## src/rtl/shift_and_subtract_binary_divider_if.sv

```systemverilog
// Handshake and operand/result bundle for the restoring divider.
interface shift_and_subtract_binary_divider_if #(
    parameter int unsigned m = 8,
    parameter int unsigned n = 8
);
    logic         start;
    logic [m-1:0] A;
    logic [n-1:0] B;
    logic         busy;
    logic         done;
    logic [m-1:0] Q;
    logic [n-1:0] R;
    logic         div_by_zero;

    // Caller side: issues requests, observes results.
    modport master (
        output start, A, B,
        input  busy, done, Q, R, div_by_zero
    );

    // Divider side.
    modport slave (
        input  start, A, B,
        output busy, done, Q, R, div_by_zero
    );
endinterface

```

## src/rtl/shift_and_subtract_binary_divider.sv

```systemverilog
// Sequential restoring divider: one quotient bit per clock, MSB first.
// The dividend register doubles as the quotient register; each RUN cycle
// shifts a dividend bit out of the top and a quotient bit into the bottom.
module shift_and_subtract_binary_divider #(
    parameter int unsigned m = 8,
    parameter int unsigned n = 8
) (
    input logic                             clk,
    input logic                             rst_n,
    shift_and_subtract_binary_divider_if.slave bus
);
    localparam int unsigned CntW = $clog2(m) + 1;

    typedef enum logic [0:0] {StIdle, StRun} state_e;

    state_e          state_q, state_d;
    logic [m-1:0]    dq_q, dq_d;     // dividend shifting out, quotient shifting in
    logic [n-1:0]    dvs_q, dvs_d;   // captured divisor
    logic [n:0]      p_q, p_d;       // partial remainder, one spare bit for the shift
    logic [CntW-1:0] cnt_q, cnt_d;
    logic            busy_q, busy_d;
    logic            done_q, done_d;
    logic [m-1:0]    q_q, q_d;
    logic [n-1:0]    r_q, r_d;
    logic            dbz_q, dbz_d;

    logic [n:0]      p_shift;
    logic            q_bit;

    // Next-state: accept/reject in idle, one shift/trial-subtract step in run.
    always_comb begin
        state_d = state_q;
        dq_d    = dq_q;
        dvs_d   = dvs_q;
        p_d     = p_q;
        cnt_d   = cnt_q;
        busy_d  = busy_q;
        done_d  = 1'b0;
        q_d     = q_q;
        r_d     = r_q;
        dbz_d   = dbz_q;

        p_shift = {p_q[n-1:0], dq_q[m-1]};
        q_bit   = (p_shift >= {1'b0, dvs_q});

        unique case (state_q)
            StIdle: begin
                if (bus.start) begin
                    if (bus.B == '0) begin
                        q_d    = '1;
                        r_d    = '0;
                        dbz_d  = 1'b1;
                        done_d = 1'b1;
                    end else begin
                        dq_d    = bus.A;
                        dvs_d   = bus.B;
                        p_d     = '0;
                        cnt_d   = '0;
                        busy_d  = 1'b1;
                        dbz_d   = 1'b0;
                        state_d = StRun;
                    end
                end
            end
            StRun: begin
                // Restoring step: keep the shifted value when the subtract would go negative.
                p_d   = q_bit ? (p_shift - {1'b0, dvs_q}) : p_shift;
                dq_d  = {dq_q[m-2:0], q_bit};
                cnt_d = cnt_q + 1'b1;
                if (cnt_q == CntW'(m - 1)) begin
                    q_d     = dq_d;
                    r_d     = p_d[n-1:0];
                    busy_d  = 1'b0;
                    done_d  = 1'b1;
                    state_d = StIdle;
                end
            end
            default: state_d = StIdle;
        endcase
    end

    // State and registered outputs; async reset aborts any division in flight.
    always_ff @(posedge clk or negedge rst_n) begin
        if (!rst_n) begin
            state_q <= StIdle;
            dq_q    <= '0;
            dvs_q   <= '0;
            p_q     <= '0;
            cnt_q   <= '0;
            busy_q  <= 1'b0;
            done_q  <= 1'b0;
            q_q     <= '0;
            r_q     <= '0;
            dbz_q   <= 1'b0;
        end else begin
            state_q <= state_d;
            dq_q    <= dq_d;
            dvs_q   <= dvs_d;
            p_q     <= p_d;
            cnt_q   <= cnt_d;
            busy_q  <= busy_d;
            done_q  <= done_d;
            q_q     <= q_d;
            r_q     <= r_d;
            dbz_q   <= dbz_d;
        end
    end

    assign bus.busy        = busy_q;
    assign bus.done        = done_q;
    assign bus.Q           = q_q;
    assign bus.R           = r_q;
    assign bus.div_by_zero = dbz_q;
endmodule

```

## src/flat_wrapper.sv

```systemverilog
// flat-port wrapper written by rule: the top's interface ports become plain ports
module shift_and_subtract_binary_divider_flat 
#(
    parameter int unsigned m = 8,
    parameter int unsigned n = 8
)
  (clk, rst_n, bus_start, bus_A, bus_B, bus_busy, bus_done, bus_Q, bus_R, bus_div_by_zero);
  shift_and_subtract_binary_divider_if #(.m(m), .n(n)) bus_i ();
  input logic clk;
  input logic rst_n;
  input wire logic [$bits(bus_i.start)-1:0] bus_start;
  input wire logic [$bits(bus_i.A)-1:0] bus_A;
  input wire logic [$bits(bus_i.B)-1:0] bus_B;
  output wire logic [$bits(bus_i.busy)-1:0] bus_busy;
  output wire logic [$bits(bus_i.done)-1:0] bus_done;
  output wire logic [$bits(bus_i.Q)-1:0] bus_Q;
  output wire logic [$bits(bus_i.R)-1:0] bus_R;
  output wire logic [$bits(bus_i.div_by_zero)-1:0] bus_div_by_zero;
  assign bus_i.start = bus_start;
  assign bus_i.A = bus_A;
  assign bus_i.B = bus_B;
  assign bus_busy = bus_i.busy;
  assign bus_done = bus_i.done;
  assign bus_Q = bus_i.Q;
  assign bus_R = bus_i.R;
  assign bus_div_by_zero = bus_i.div_by_zero;
  shift_and_subtract_binary_divider #(.m(m), .n(n)) u_core (.clk(clk), .rst_n(rst_n), .bus(bus_i));
endmodule
```

## config.mk

```make
export PLATFORM = sky130hd
export DESIGN_NAME = shift_and_subtract_binary_divider_flat
export DESIGN_NICKNAME = d
export VERILOG_FILES = /design/src/rtl/shift_and_subtract_binary_divider_if.sv /design/src/rtl/shift_and_subtract_binary_divider.sv /design/src/flat_wrapper.sv
export SDC_FILE = /design/constraint.sdc
export NUM_CORES = 1
export LEC_CHECK = 0
export CORE_MARGIN = 8
export CORE_UTILIZATION = 50
export CTS_BUF_LIST = sky130_fd_sc_hd__clkbuf_2 sky130_fd_sc_hd__clkbuf_4 sky130_fd_sc_hd__clkbuf_8
export CTS_CLUSTER_SIZE = 20
export DETAILED_ROUTE_END_ITERATION = 8
export HOLD_SLACK_MARGIN = 0.05
export PLACE_DENSITY_LB_ADDON = 0.05
export SLEW_MARGIN = 20
export SYNTH_ARGS = -nofsm -noshare
export SYNTH_HDL_FRONTEND = slang
export SYNTH_SLANG_ARGS = --single-unit
```

## constraint.sdc

```tcl
create_clock -name clk -period 1.8 [get_ports clk]
set_input_delay 0.36 -clock clk [delete_from_list [all_inputs] [get_ports clk]]
set_output_delay 0.36 -clock clk [all_outputs]
set_load 0.05 [all_outputs]
```

==> After elaboration in Yosys (flattened, before gate mapping) <==
Cells that the tools add are included.
Widths: inputs -> output; s select.
{ "word_totals": {"regBits": 48, "output_inout_bits": 19} }
{ "op_classes": {"n_mux": 30, "bitwise": 2, "addsub": 2, "n_eq_ne": 5, "magnitude_cmp": 1, "n_reduce_logical": 6} }
{ "ops": {"columns": ["operator", "count"], "rows": [
  ["$mux 8", 11],
  ["$pmux 8 s2", 4],
  ["$ge 9x8->1", 1],
  ["$mux 1", 9],
  ["$reduce_and 3->1", 3],
  ["$logic_not 8->1", 1],
  ["$mux 4", 2],
  ["$pmux 4 s2", 1],
  ["$sub 8x8->8", 1],
  ["$ne 2x2->1 const B", 3],
  ["$pmux 1 s2", 3],
  ["$add 4x1->4 const B", 1],
  ["$eq 4x3->1 const B", 1],
  ["$reduce_and 2->1", 2],
  ["$ne 2x1->1 const B", 1],
  ["$not 1->1", 2]
]} }

==> Depth between registers and ports, before layout <==
{ "depth": {"word_depth": 4, "depth_mapped": 8, "ltp_nobuf": 8} }

==> Worst setup path before layout <==
OpenSTA, ideal clock, no wires.
{ "synth_timing": {"path_type": "register to register", "start": "register u_core.dvs_q[0]", "end": "register u_core.p_q[6]", "required_time_ns": 1.674, "arrival_ns": 1.821, "stages_incl_launch_ff": 8, "setup_slack_ns": -0.147, "path_buffers": 0, "cell_sequence": "dfrtp_1 -> ha_1 -> fa_1 -> nor2b_1 -> o31a_1 -> mux2i_1 -> a31oi_1 -> a221o_1"} }
{ "synth_via": {"elab_chain_cells": 3} }
{ "synth_rtl": {"columns": ["element", "line_no", "rtl"], "rows": [
  ["from (decl)", "shift_and_subtract_binary_divider.sv:18", "logic [n-1:0] dvs_q, dvs_d;"],
  ["from (signal assigned)", "shift_and_subtract_binary_divider.sv:98", "dvs_q <= dvs_d;"],
  ["$sub 8x8->8 or $ge 9x8->1 (tied branches)", "shift_and_subtract_binary_divider.sv:67, shift_and_subtract_binary_divider.sv:44", null],
  ["$mux 8 *", "shift_and_subtract_binary_divider.sv:67", "p_d = q_bit ? (p_shift - {1'b0, dvs_q}) : p_shift;"],
  ["$pmux 8 s2 *", "shift_and_subtract_binary_divider.sv:46", "unique case (state_q)"],
  ["to (signal assigned)", "shift_and_subtract_binary_divider.sv:99", "p_q <= p_d;"],
  ["to (decl)", "shift_and_subtract_binary_divider.sv:19", "logic [n:0] p_q, p_d;"]
]} }
Mark *: on every way between the ends. The rest lies on a longest branch, timed or not.
A chain may end at the register's enable or synchronous reset.

==> Worst setup path in the final report <==
Ends and elaborated chain as after synthesis.

==> out/results.txt <==
Dpl ws: -0.335 ns
Max cap viols: 0
Final Hold Fails: 0
ANT cells: 0
Max-slew headroom: 69.9%
Gpl congestion: 0.830
Worst Hold Launch: bus_B[4]
Total Nets Final: 362
Crit share post-route: 115%
Number of I/O port buffers: 37
Min Tclk post-route: 2.06 ns
Sequential area share after synthesis: 48.5%
Worst hold-check path type: input port to register
Cell area after layout: 3670 µm²
Largest net degree at the start of global routing: 33
Ranking of synthesized cells by area: dfrtp_1, ha_1, o21ai_0, mux2i_1, nand2_1
Achievable frequency: 0.485 GHz
Initial Util: 52.1%
Core area: 4750 µm²
Startpoint Class: register
Post-DP HPWL: 4510 µm
# clock sinks: 48
Post-Synthesis Cells: 242
Post-Syn Nets: 271
Arr. time, crit path: 2.25 ns
CP Max Fanout: 2
DRC viols: 0
Clock skew: 0.00297 ns
CP Cell Sequence: ha_4, fa_2, nor2b_2, o31a_1, mux2i_1, a31oi_1, a221o_1
# rows: 25
Die area: 7460 µm²
Mean Syn Cell Area: 10.2 µm²
Final Max Tran Viols: 0
Via-to-Cell Ratio: 5.34
Routed Antenna Nets: 0
Crit end category: register
Slowest-stage cell, CP: dfrtp_1
CTS tree: done
GRT Util Overall: 17.6%
CTS Root Buffer Type: clkbuf_8
R2R setup slack: -0.26 ns
Worst stage delay on the critical path: 0.42 ns
Global-route wire length before repair: 10400 µm
Area Overhead vs Synth: 48.4%
Syn. warnings: 0
Die X: 86.4 µm
Clk buf depth: 2
Vias in the first global route: 2186
R2r worst-path depth: 7
Hold Path Sink: u_core.dvs_q[4]
Instance area at placement: 3250 µm²
DR iter-0 viols: 104
Clk Latency, worst-skew pair: 0.30 ns
Crit path required time: 1.98 ns
Post-synthesis cell area: 2470 µm²
Measured slew at the worst slew-check pin: 0.451 ns
Status: finished, violations left
Pre-Repair DR Iteration Count: 4
Initial antenna violation count: 0
# IOs: 38
Setup violations, final: 16
Most frequent cells in the layout: buf_4, dfrtp_1, nand2_1, nor2_1, o21ai_0
Share of the synthesized area in the top cell type: 48.5%
GR Overflow Total: 0
H-tree levels: 2
WL/cell: 16.1 µm
Leading cell type in the layout, fill and taps excluded: buf_4
Number of synthesized flops with an enable pin: 0
Vias: 2143
Hold path cells: 3
Setup TNS: -1.80 ns
Fraction of layout cells with a size suffix above 1: 38.0%
Final WL: 6450 µm
Reg2reg start: u_core.dvs_q[0]
Distinct cells, synth: 49
Crit path kind: register to register
Total CTS buffers: 5
FF+latch count, synth: 48
Unrepaired setup endpoints after global routing: yes
Die Span Y: 86.4 µm
Largest area contributor in the netlist: dfrtp_1
Worst-path clk slew: 0.09 ns
Post-route core utilization: 77.3%
Final worst-path setup slack: -0.264 ns
Failing checks: setup timing
Worst reg2reg path endpoint: u_core.p_q[6]
Top FF cell, synth: dfrtp_1
Ys async rst share: 100%
-- flip-flops by register name, indices dropped and copies added, names as in the netlist --
signal / cells
u_core.bus.Q: 8
u_core.bus.R: 8
u_core.bus.busy: 1
u_core.bus.div_by_zero: 1
u_core.bus.done: 1
u_core.cnt_q: 4
u_core.dq_q: 8
u_core.dvs_q: 8
u_core.p_q: 8
u_core.state_q: 1
-- Yosys cell counts (all sizes together) (2+ instances only) --
library cell	n
ha	9
nor2b	3
a22o	9
nand2	26
a21o	3
nor2	24
nand3	3
nor4	2
o21a	3
o21ai	22
clkbuf	5
o31ai	2
nand4	2
mux2i	10
nand4b	2
a31oi	6
a21oi	10
a32oi	4
inv	14
nor3	9
buf	5
mux2	3
dfrtp	48
-- logic make-up (layout without fill, tap and decap cells) --
logic type	count (synthesis)	after routing	share of synthesized area [%]
flip-flops	48	48	48.5
adder cells (fa/ha/maj)	10	10	5.36
XOR/XNOR	2	2	0.708
AO/OA/AOI/OAI	67	67	19.2
multiplexers	13	13	5.71
buffers and inverters	25	117	4.80
AND/OR/NAND/NOR	77	77	15.7
-- worst max path at each step --
| stage | startpoint | endpoint | cells after the start |
|---|---|---|---|
| global route | u_core.dvs_q[0] | u_core.p_q[6] | 7 |
| finish | u_core.dvs_q[0] | u_core.p_q[6] | 7 |
| detailed placement | bus_B[1] | u_core.bus.R[6] | 6 |
| global placement | bus_B[5] | u_core.bus.R[6] | 6 |
| floorplan | u_core.dvs_q[0] | u_core.p_q[6] | 7 |
| CTS | u_core.dvs_q[0] | u_core.p_q[6] | 7 |
-- worst max-delay path: cells and delay by family, from the launching register on --
kind | cells | cell delay [ns]
compound gates | 3 | 0.66
fa+ha+maj | 2 | 0.53
flops | 1 | 0.42
mux | 1 | 0.20
simple gates | 1 | 0.14
-- metrics by stage --
| step | hold slack, ns | std cells |
|---|---|---|
| floorplan | 0.0644 | 242 |
| global placement | 0.327 | 383 |
| detailed placement | 0.329 | 383 |
| CTS | 0.519 | 397 |
| global route | 0.394 | 401 |
| finish | 0.368 | 401 |
-- cell type report --
cell class | instances | area [µm²]
flip-flops and latches | 48 | 1200
clock buffers | 5 | 68.8
fillers | 338 | 1080
multi-input cells | 169 | 1400
well taps | 67 | 83.8
inverters | 15 | 57.6
repair buffers | 94 | 797
clock inverters | 3 | 68.8
-- routing by layer --
layer / vias to the layer above / part of all wire [%] / global-route usage, %
li1: 1049 / - / -
met1: 1043 / 45 / 22.3
met2: 46 / 50 / 29.4
met3: 5 / 4.0 / 3.69
met4: 0 / 0.85 / 4.69
met5: - / 0 / 0
-- what timing repair did --
item                                    in CTS  in global routing
resized for setup                           22                 22
setup buffers                                6                  4
pin swaps                                   16                 10
endpoints found under the setup margin      17                 34
hold endpoints to repair                    16                  0
hold buffers                                 1                  0
cloned                                       0                  1
Power is left out: the tool's default activity adds up to more than one toggle a clock period on the data nets, which glitch-free logic cannot reach.
